$ cat config.mk
export PLATFORM = sky130hd
export DESIGN_NAME = pmod_ad1_reader
export DESIGN_NICKNAME = d
export VERILOG_FILES = /design/src/rtl/pmod_ad1_reader.sv
export SDC_FILE = /design/constraint.sdc
export NUM_CORES = 1
export LEC_CHECK = 0
export CAP_MARGIN = 30
export CELL_PAD_IN_SITES_DETAIL_PLACEMENT = 1
export CELL_PAD_IN_SITES_GLOBAL_PLACEMENT = 2
export CORE_AREA = 2 2 109 111
export DETAILED_ROUTE_END_ITERATION = 8
export DIE_AREA = 0 0 111 113
export GPL_ROUTABILITY_DRIVEN = 0
export PLACE_DENSITY_LB_ADDON = 0.1
export SYNTH_ARGS = -nofsm -noshare
export SYNTH_HDL_FRONTEND = slang
export SYNTH_SLANG_ARGS = --single-unit
$ cat constraint.sdc
create_clock -name clk -period 2.2 [get_ports clk]
set_clock_uncertainty 0.05 [all_clocks]
set_input_delay 0.33 -clock clk [delete_from_list [all_inputs] [get_ports clk]]
set_output_delay 0.33 -clock clk [all_outputs]
set_load 0.01 [all_outputs]
$ cat src/rtl/pmod_ad1_reader.sv
`default_nettype none
// ============================================================================
// Module      : pmod_ad1_reader
// Description : Dual-channel reader for the Digilent PmodAD1 (two AD7476A
//               12-bit ADCs sharing sclk and nCS). A start request runs one
//               16-bit serial frame: chip-select setup, 16 sclk periods with
//               both data lines sampled MSB first, a quiet gap with nCS
//               high, then a one-cycle done pulse as the results update.
// Revision    : 1.0 - initial release
// ----------------------------------------------------------------------------
// Parameters
//   CLK_DIV    clk cycles per sclk half-period (legal range 1..255)
// Ports
//   clk        in   system clock, the only clock
//   resetn     in   asynchronous active-low reset
//   start      in   conversion request, sampled while idle
//   sdata0     in   serial data from ADC channel 0
//   sdata1     in   serial data from ADC channel 1
//   sclk       out  serial clock to both ADCs, idle high
//   nCS        out  active-low chip select shared by both ADCs
//   data0      out  last channel-0 result (12 bits)
//   data1      out  last channel-1 result (12 bits)
//   busy       out  high from start acceptance through the done pulse
//   done       out  one-cycle pulse when data0/data1/frame_err update
//   frame_err  out  a leading (must-be-zero) bit of the last frame was 1
// ============================================================================
module pmod_ad1_reader #(
    parameter int CLK_DIV = 4
) (
    input  logic        clk,
    input  logic        resetn,
    input  logic        start,
    input  logic        sdata0,
    input  logic        sdata1,
    output logic        sclk,
    output logic        nCS,
    output logic [11:0] data0,
    output logic [11:0] data1,
    output logic        busy,
    output logic        done,
    output logic        frame_err
);

    // Terminal counts for the phase counter. The quiet gap is two
    // half-periods long, so the counter needs 9 bits at CLK_DIV=255.
    localparam logic [8:0] c_HALF_LAST  = 9'(CLK_DIV - 1);
    localparam logic [8:0] c_QUIET_LAST = 9'((2 * CLK_DIV) - 1);

    typedef enum logic [2:0] {
        S_IDLE     = 3'd0,
        S_CS_SETUP = 3'd1,
        S_SHIFT    = 3'd2,
        S_QUIET    = 3'd3,
        S_DONE     = 3'd4
    } state_t;

    state_t      r_state;
    state_t      w_state_next;

    logic [8:0]  r_div_cnt;
    logic [8:0]  w_div_cnt_next;
    logic [3:0]  r_bit_cnt;
    logic [3:0]  w_bit_cnt_next;
    logic        w_half_done;

    logic [1:0]  r_rst_sync;

    logic        r_sclk;
    logic        w_sclk_next;
    logic        r_ncs;
    logic        w_ncs_next;
    logic        r_busy;
    logic        w_busy_next;
    logic        r_done;
    logic        w_done_next;

    logic        w_sample;
    logic        w_load;

    logic [15:0] r_shift0;
    logic [15:0] r_shift1;
    logic [11:0] r_data0;
    logic [11:0] r_data1;
    logic        r_frame_err;

    assign w_half_done = (r_div_cnt == c_HALF_LAST);

    // ------------------------------------------------------------------------
    // Reset release synchroniser. Assertion is asynchronous everywhere; the
    // deassertion is only trusted once it has passed two flops, and the FSM
    // will not leave IDLE before that.
    // ------------------------------------------------------------------------
    always_ff @(posedge clk or negedge resetn) begin
        if (!resetn) begin
            r_rst_sync <= 2'b00;
        end else begin
            r_rst_sync <= {r_rst_sync[0], 1'b1};
        end
    end

    // ------------------------------------------------------------------------
    // Next-state and next-output decode. Every output is computed here for
    // the state being entered and then registered, so the ports carry no
    // combinational path from any input.
    // ------------------------------------------------------------------------
    always_comb begin
        w_state_next   = r_state;
        w_div_cnt_next = r_div_cnt;
        w_bit_cnt_next = r_bit_cnt;
        w_sclk_next    = 1'b1;
        w_ncs_next     = 1'b1;
        w_busy_next    = 1'b1;
        w_done_next    = 1'b0;
        w_sample       = 1'b0;
        w_load         = 1'b0;

        case (r_state)
            S_IDLE: begin
                w_div_cnt_next = '0;
                w_bit_cnt_next = '0;
                w_busy_next    = 1'b0;
                if (start && r_rst_sync[1]) begin
                    w_state_next = S_CS_SETUP;
                    w_ncs_next   = 1'b0;
                    w_busy_next  = 1'b1;
                end
            end

            S_CS_SETUP: begin
                w_ncs_next = 1'b0;
                if (w_half_done) begin
                    // First falling sclk edge coincides with SHIFT entry.
                    w_state_next   = S_SHIFT;
                    w_div_cnt_next = '0;
                    w_sclk_next    = 1'b0;
                end else begin
                    w_div_cnt_next = r_div_cnt + 9'd1;
                end
            end

            S_SHIFT: begin
                w_ncs_next  = 1'b0;
                w_sclk_next = r_sclk;
                if (!w_half_done) begin
                    w_div_cnt_next = r_div_cnt + 9'd1;
                end else begin
                    w_div_cnt_next = '0;
                    if (!r_sclk) begin
                        // End of the low half: raise sclk and capture a bit.
                        w_sclk_next    = 1'b1;
                        w_sample       = 1'b1;
                        w_bit_cnt_next = r_bit_cnt + 4'd1;
                    end else if (r_bit_cnt == 4'd0) begin
                        // The counter only reads zero at the end of a high
                        // half after it has wrapped, i.e. after the 16th
                        // sample; the final high half is complete.
                        w_state_next = S_QUIET;
                        w_ncs_next   = 1'b1;
                        w_sclk_next  = 1'b1;
                    end else begin
                        w_sclk_next = 1'b0;
                    end
                end
            end

            S_QUIET: begin
                if (r_div_cnt == c_QUIET_LAST) begin
                    w_state_next   = S_DONE;
                    w_div_cnt_next = '0;
                    w_done_next    = 1'b1;
                    w_load         = 1'b1;
                end else begin
                    w_div_cnt_next = r_div_cnt + 9'd1;
                end
            end

            S_DONE: begin
                // Always pass through IDLE so a held start leaves exactly
                // one idle cycle between frames.
                w_state_next   = S_IDLE;
                w_div_cnt_next = '0;
                w_bit_cnt_next = '0;
                w_busy_next    = 1'b0;
            end

            default: begin
                w_state_next   = S_IDLE;
                w_div_cnt_next = '0;
                w_bit_cnt_next = '0;
                w_busy_next    = 1'b0;
            end
        endcase
    end

    // ------------------------------------------------------------------------
    // State, counters and handshake outputs
    // ------------------------------------------------------------------------
    always_ff @(posedge clk or negedge resetn) begin
        if (!resetn) begin
            r_state   <= S_IDLE;
            r_div_cnt <= '0;
            r_bit_cnt <= '0;
            r_sclk    <= 1'b1;
            r_ncs     <= 1'b1;
            r_busy    <= 1'b0;
            r_done    <= 1'b0;
        end else begin
            r_state   <= w_state_next;
            r_div_cnt <= w_div_cnt_next;
            r_bit_cnt <= w_bit_cnt_next;
            r_sclk    <= w_sclk_next;
            r_ncs     <= w_ncs_next;
            r_busy    <= w_busy_next;
            r_done    <= w_done_next;
        end
    end

    // ------------------------------------------------------------------------
    // Serial capture. Both ADCs shift out on the falling sclk edge, so the
    // data lines have been stable for a full half-period when sampled here.
    // ------------------------------------------------------------------------
    always_ff @(posedge clk or negedge resetn) begin
        if (!resetn) begin
            r_shift0 <= '0;
            r_shift1 <= '0;
        end else if (w_sample) begin
            r_shift0 <= {r_shift0[14:0], sdata0};
            r_shift1 <= {r_shift1[14:0], sdata1};
        end
    end

    // ------------------------------------------------------------------------
    // Result registers: updated only on entry to DONE, held otherwise. The
    // AD7476A sends four leading zeros; any 1 there marks a bad frame.
    // ------------------------------------------------------------------------
    always_ff @(posedge clk or negedge resetn) begin
        if (!resetn) begin
            r_data0     <= '0;
            r_data1     <= '0;
            r_frame_err <= 1'b0;
        end else if (w_load) begin
            r_data0     <= r_shift0[11:0];
            r_data1     <= r_shift1[11:0];
            r_frame_err <= (|r_shift0[15:12]) | (|r_shift1[15:12]);
        end
    end

    assign sclk      = r_sclk;
    assign nCS       = r_ncs;
    assign busy      = r_busy;
    assign done      = r_done;
    assign data0     = r_data0;
    assign data1     = r_data1;
    assign frame_err = r_frame_err;

endmodule
`default_nettype wire

Yosys cells after proc, flatten, opt, wreduce, memory -nomap -nowiden
Index checks and enable logic that the tools add are counted.

Add/sub/neg operators: 2. Equal/unequal tests: 12. Multiplexer cells: 29. Bitwise operators: 2. Reductions and logical operators: 10.

Operators with widths (number): $mux W3 (6); $mux W9 (2); $pmux W9 S2 (1); $ne A2 B2 Y1 const B (7); $mux W1 (13); $pmux W3 S4 (1); $add A9 B1 Y9 const B (1); $eq A9 B2 Y1 const B (1); $eq A9 B3 Y1 const B (1); $mux W4 (2); $pmux W4 S2 (1); $reduce_or A4 Y1 (2); $eq A3 B2 Y1 const B (2); $reduce_and A6 Y1 (1); $add A4 B1 Y4 const B (1); $logic_not A4 Y1 (1); $pmux W1 S2 (2); $reduce_or A2 Y1 (2); $eq A3 B1 Y1 const B (1); $logic_not A3 Y1 (1); $pmux W1 S3 (1); $reduce_and A3 Y1 (1); $reduce_or A3 Y1 (1); $logic_and A1 B1 Y1 (1); other kinds (2) (2).

Register bits after elaboration: 79. Bits of input ports: 5. Output and inout port bits: 29. Logic and storage cells: 68.

Logic depth before layout (Yosys ltp)
Word-level depth: 5. Gate-level depth with buffers: 6.

Worst setup path before layout
Ideal clock, no wire load.

Path kind: register to register. Start: reg r_div_cnt[0]. End: reg r_shift0[15]. Setup time: 127 ps. Arrival: 1656 ps. Data required time: 2023 ps. Slack: 366 ps. Cell stages (with the launch flop): 7. Cells stage by stage: dfrtp_1 ha_1 nor4b_2 and2_1 nand3_2 buf_6 mux2_1.

Cells in the longest elaborated chain, start to end: 3.

Ends and longest elaborated chain: from (decl) (line 60) `logic [8:0] r_div_cnt;`; from (signal assigned) (line 209) `r_div_cnt <= w_div_cnt_next;`; $eq A9 B2 Y1 (line 86) `assign w_half_done = (r_div_cnt == c_HALF_LAST);`; $mux W1 (line 144) `if (!w_half_done) begin`; $mux W1 (line 117) `case (r_state)`; to (signal assigned) (line 227) `r_shift0 <= {r_shift0[14:0], sdata0};`; to (decl) (line 80) `logic [15:0] r_shift0;`.

No other way between the ends. A chain may end at the register's enable or synchronous reset.

Final worst setup path
Start: reg r_div_cnt[3]. End: reg r_data0[8], in the netlist data0[8].

Cells in the longest elaborated chain, start to end: 3.

Ends and longest elaborated chain: $eq A9 B3 Y1 (line 167) `if (r_div_cnt == c_QUIET_LAST) begin`; $mux W1 (line 167); $mux W1 (line 117); to (signal assigned) (line 242) `r_data0 <= r_shift0[11:0];`; to (decl) (line 82) `logic [11:0] r_data0;`.

No other way between the ends.

==> key figures <==
Status
  – Status: complete, no violations

Power
  – Lkg Pwr: 2.01 nW
  – Total power: 3.06 mW
  – Power density over the cells: 731 mW/mm^2
  – Worst VDD drop: 0.323 mV
  – Combinational power share: 1.8%
  – Clk pwr share: 49.8%
  – P_sw: 622 uW
  – Seq pwr share: 48.4%
  – Sw Share: 20.4%
  – Pint: 2.43 mW

Job
  – MaxCap Viol Count: 0

Synth
  – Seq/Total Area, Yosys: 59.3%
  – Mapped Cells: 234
  – Yosys top cell by area: dfrtp_1
  – Synth top area cells: dfrtp_1, mux2_2, mux2_4
  – Synthesized cell area: 0.00334 sq mm
  – Post-synthesis register bit count: 79
  – Yosys top cell area share: 57.7%
  – Syn Area/Cell: 14.3 sq um
  – Mapped Nets: 242
  – Synth warn: 0
  – Distinct cell type count after synthesis: 38

Worst setup path
  – Critical Path End Type: register
  – CP Launch Type: register
  – Worst stage delay on the critical path: 0.47 ns
  – R2R depth: 5
  – CP Data Required Time: 2.36 ns
  – Crit Path Class: register to register
  – CP cell instances: nor4_4 > and3_1 > nand4_4 > buf_12 > mux2_4
  – Max FO, Critical Path: 25
  – Worst path arrival time: 2.09 ns
  – Slowest cell on the critical path: dfrtp_1

Clock tree
  – Clk slew on worst S/H paths: 0.06 ns
  – H-tree depth: 3
  – CTS tree: done
  – Clock Sinks: 79
  – Cells resized by post-CTS repair: 0
  – Num CTS Buffers: 9
  – Longest Clk Path Bufs: 2
  – Clk_lat worst skew: 0.33 ns
  – Root Driver: clkbuf_16

Layout
  – Layout Utilization: 37.1%
  – Ant diodes: 0
  – Fill count: 1186
  – Most common cell after layout, fill and taps aside: dfrtp_1
  – Most frequent cells in the layout: dfrtp_1, mux2_2, clkdlybuf4s50_1
  – Share of layout cells above drive strength 1: 30.9%
  – Fin nets: 285
  – Layout area overhead: 25.3%

Hold path
  – Worst hold stages: 0
  – Hold crit path type: register to register

Timing
  – Setup TNS: 0 ns
  – Hold Slack: 0.306 ns
  – Fin crit period: 1.93 ns
  – # setup viols final: 0
  – RSZ-0062 raised after global routing: false
  – Slew Viols, Final: 0
  – Hold Fails Final Rpt: 0
  – Rel. slew slack: 63.2%
  – Fmax: 0.518 GHz
  – Worst-Margin Slew: 0.550 ns
  – Tcrit/Tclk final: 87.7%

GRT
  – Initial antenna violation count: 0
  – Vias in the first global route: 2056
  – Global-route wire length before repair: 11000 um
  – Largest net degree at the start of global routing: 40
  – Grt total ovfl: 0
  – Tot GR Track Use: 11.2%

Place
  – Port buffer count: 33
  – Detailed Place HPWL: 4230 um

Route
  – Via density per instance: 4.57
  – DR WL met2: 2940 um
  – Residual DRC count: 0
  – Routed length on met1: 3200 um
  – Top Metal Used: met4
  – Routed len/inst: 15.1 um
  – ANT nets after route: 0
  – Pre-antenna DRT Iters: 5
  – Detailed Route WL: 6420 um
  – Via count: 1943
  – 1st-iter DRT viols: 24
  – Metal3 WL: 183 um

Floorplan
  – Site Rows: 39
  – # IOs: 34
  – Die height: 113 um
  – Starting Density: 29.6%
  – Die area: 0.0125 sq mm
  – Core Region: 0.0113 sq mm
  – Die X-Extent: 111 um
## layout make-up
class | instances | area (sq um) | share of cell area (%)
Sequential cell | 79 | 1980 | 47.3
Multi-Input combinational cell | 139 | 1250 | 30.0
Inverter | 6 | 22.5 | 0.539
Timing Repair Buffer | 42 | 435 | 10.4
Clock buffer | 12 | 256 | 6.13
Clock inverter | 4 | 53.8 | 1.29
Tap cell | 143 | 179 | 4.28
## power by group through the flow
stage               Combinational [mW]  Sequential, mW  Clock [mW]
CTS                             0.0596            1.48        1.58
floorplan                       0.0123            1.50           0
finish                          0.0553            1.48        1.52
global placement                0.0575            1.51           0
global route                    0.0648            1.48        1.65
detailed placement              0.0585            1.51           0
## worst max-delay path, delay by kind of cell, from the launching register on
family | cells | cell delay (ns)
and+or+nand+nor | 3 | 0.76
buffers and inverters | 1 | 0.21
muxes | 1 | 0.31
DFF | 1 | 0.47
## registers in the layout, indices dropped and copies added (netlist names)
| name | flops |
|---|---|
| busy | 1 |
| r_shift1 | 16 |
| nCS | 1 |
| data0 | 12 |
| r_state | 3 |
| done | 1 |
| r_div_cnt | 9 |
| r_bit_cnt | 4 |
| r_rst_sync | 2 |
| sclk | 1 |
| data1 | 12 |
| r_shift0 | 16 |
| frame_err | 1 |
## cells in the mapped netlist, drive strengths merged
cell type	n
a211oi	1
a21o	2
a21oi	6
a221oi	1
a31oi	2
and2	1
and3	4
and4	1
buf	9
clkbuf	1
conb	1
dfrtp	77
dfstp	2
ha	3
inv	6
mux2	57
nand2	4
nand2b	1
nand3	6
nand3b	2
nand4	3
nor2	17
nor2b	1
nor3b	2
nor4	3
nor4b	1
o211ai	1
o21ai	4
or2	1
or3	5
xnor2	5
xor2	4
## worst paths after layout
check                              start             to  slack [ns]
max                         r_div_cnt[3]       data0[8]        0.27
min                        r_rst_sync[0]  r_rst_sync[1]        0.31
max reg2reg                 r_div_cnt[3]       data0[8]        0.27
min reg2reg                r_rst_sync[0]  r_rst_sync[1]        0.31
max in group asynchronous         resetn       data0[1]        1.13
min in group asynchronous         resetn   r_bit_cnt[0]        0.39
## logic make-up (layout without fill, tap and decap cells)
| logic type | after synthesis | after routing | synth area share, % |
|---|---|---|---|
| AOI/OAI and AO/OA | 17 | 17 | 3.04 |
| xor gates and xnor gates | 9 | 9 | 2.36 |
| adders and majority gates | 3 | 3 | 1.12 |
| buffers and inverters | 16 | 64 | 3.07 |
| DFF | 79 | 79 | 59.3 |
| muxes | 57 | 57 | 21.5 |
| other | 1 | 1 | 0.112 |
| and+or+nand+nor | 52 | 52 | 9.49 |
## metal layers
| metal | vias to the layer above | GRT usage (%) |
|---|---|---|
| li1 | 903 | - |
| met1 | 1007 | 15.6 |
| met2 | 26 | 16.4 |
| met3 | 7 | 2.84 |
| met4 | 0 | 5.50 |
| met5 | - | 0 |
## per-stage QoR
stage,cells,instance area (sq um),setup slack (ns)
2_1_floorplan,234,3340,0.366
3_3_place_gp,408,3860,0.274
3_5_place_dp,408,3860,0.255
4_1_cts,425,4180,0.251
5_1_grt,425,4180,0.165
6_report,425,4180,0.271
## repair_timing
item / CTS / global route
hold endpoints to repair: 19 / 0
buffers inserted: 0 / 0
hold buffers: 1 / 0
No activity file was read; power rests on OpenSTA's default activity.
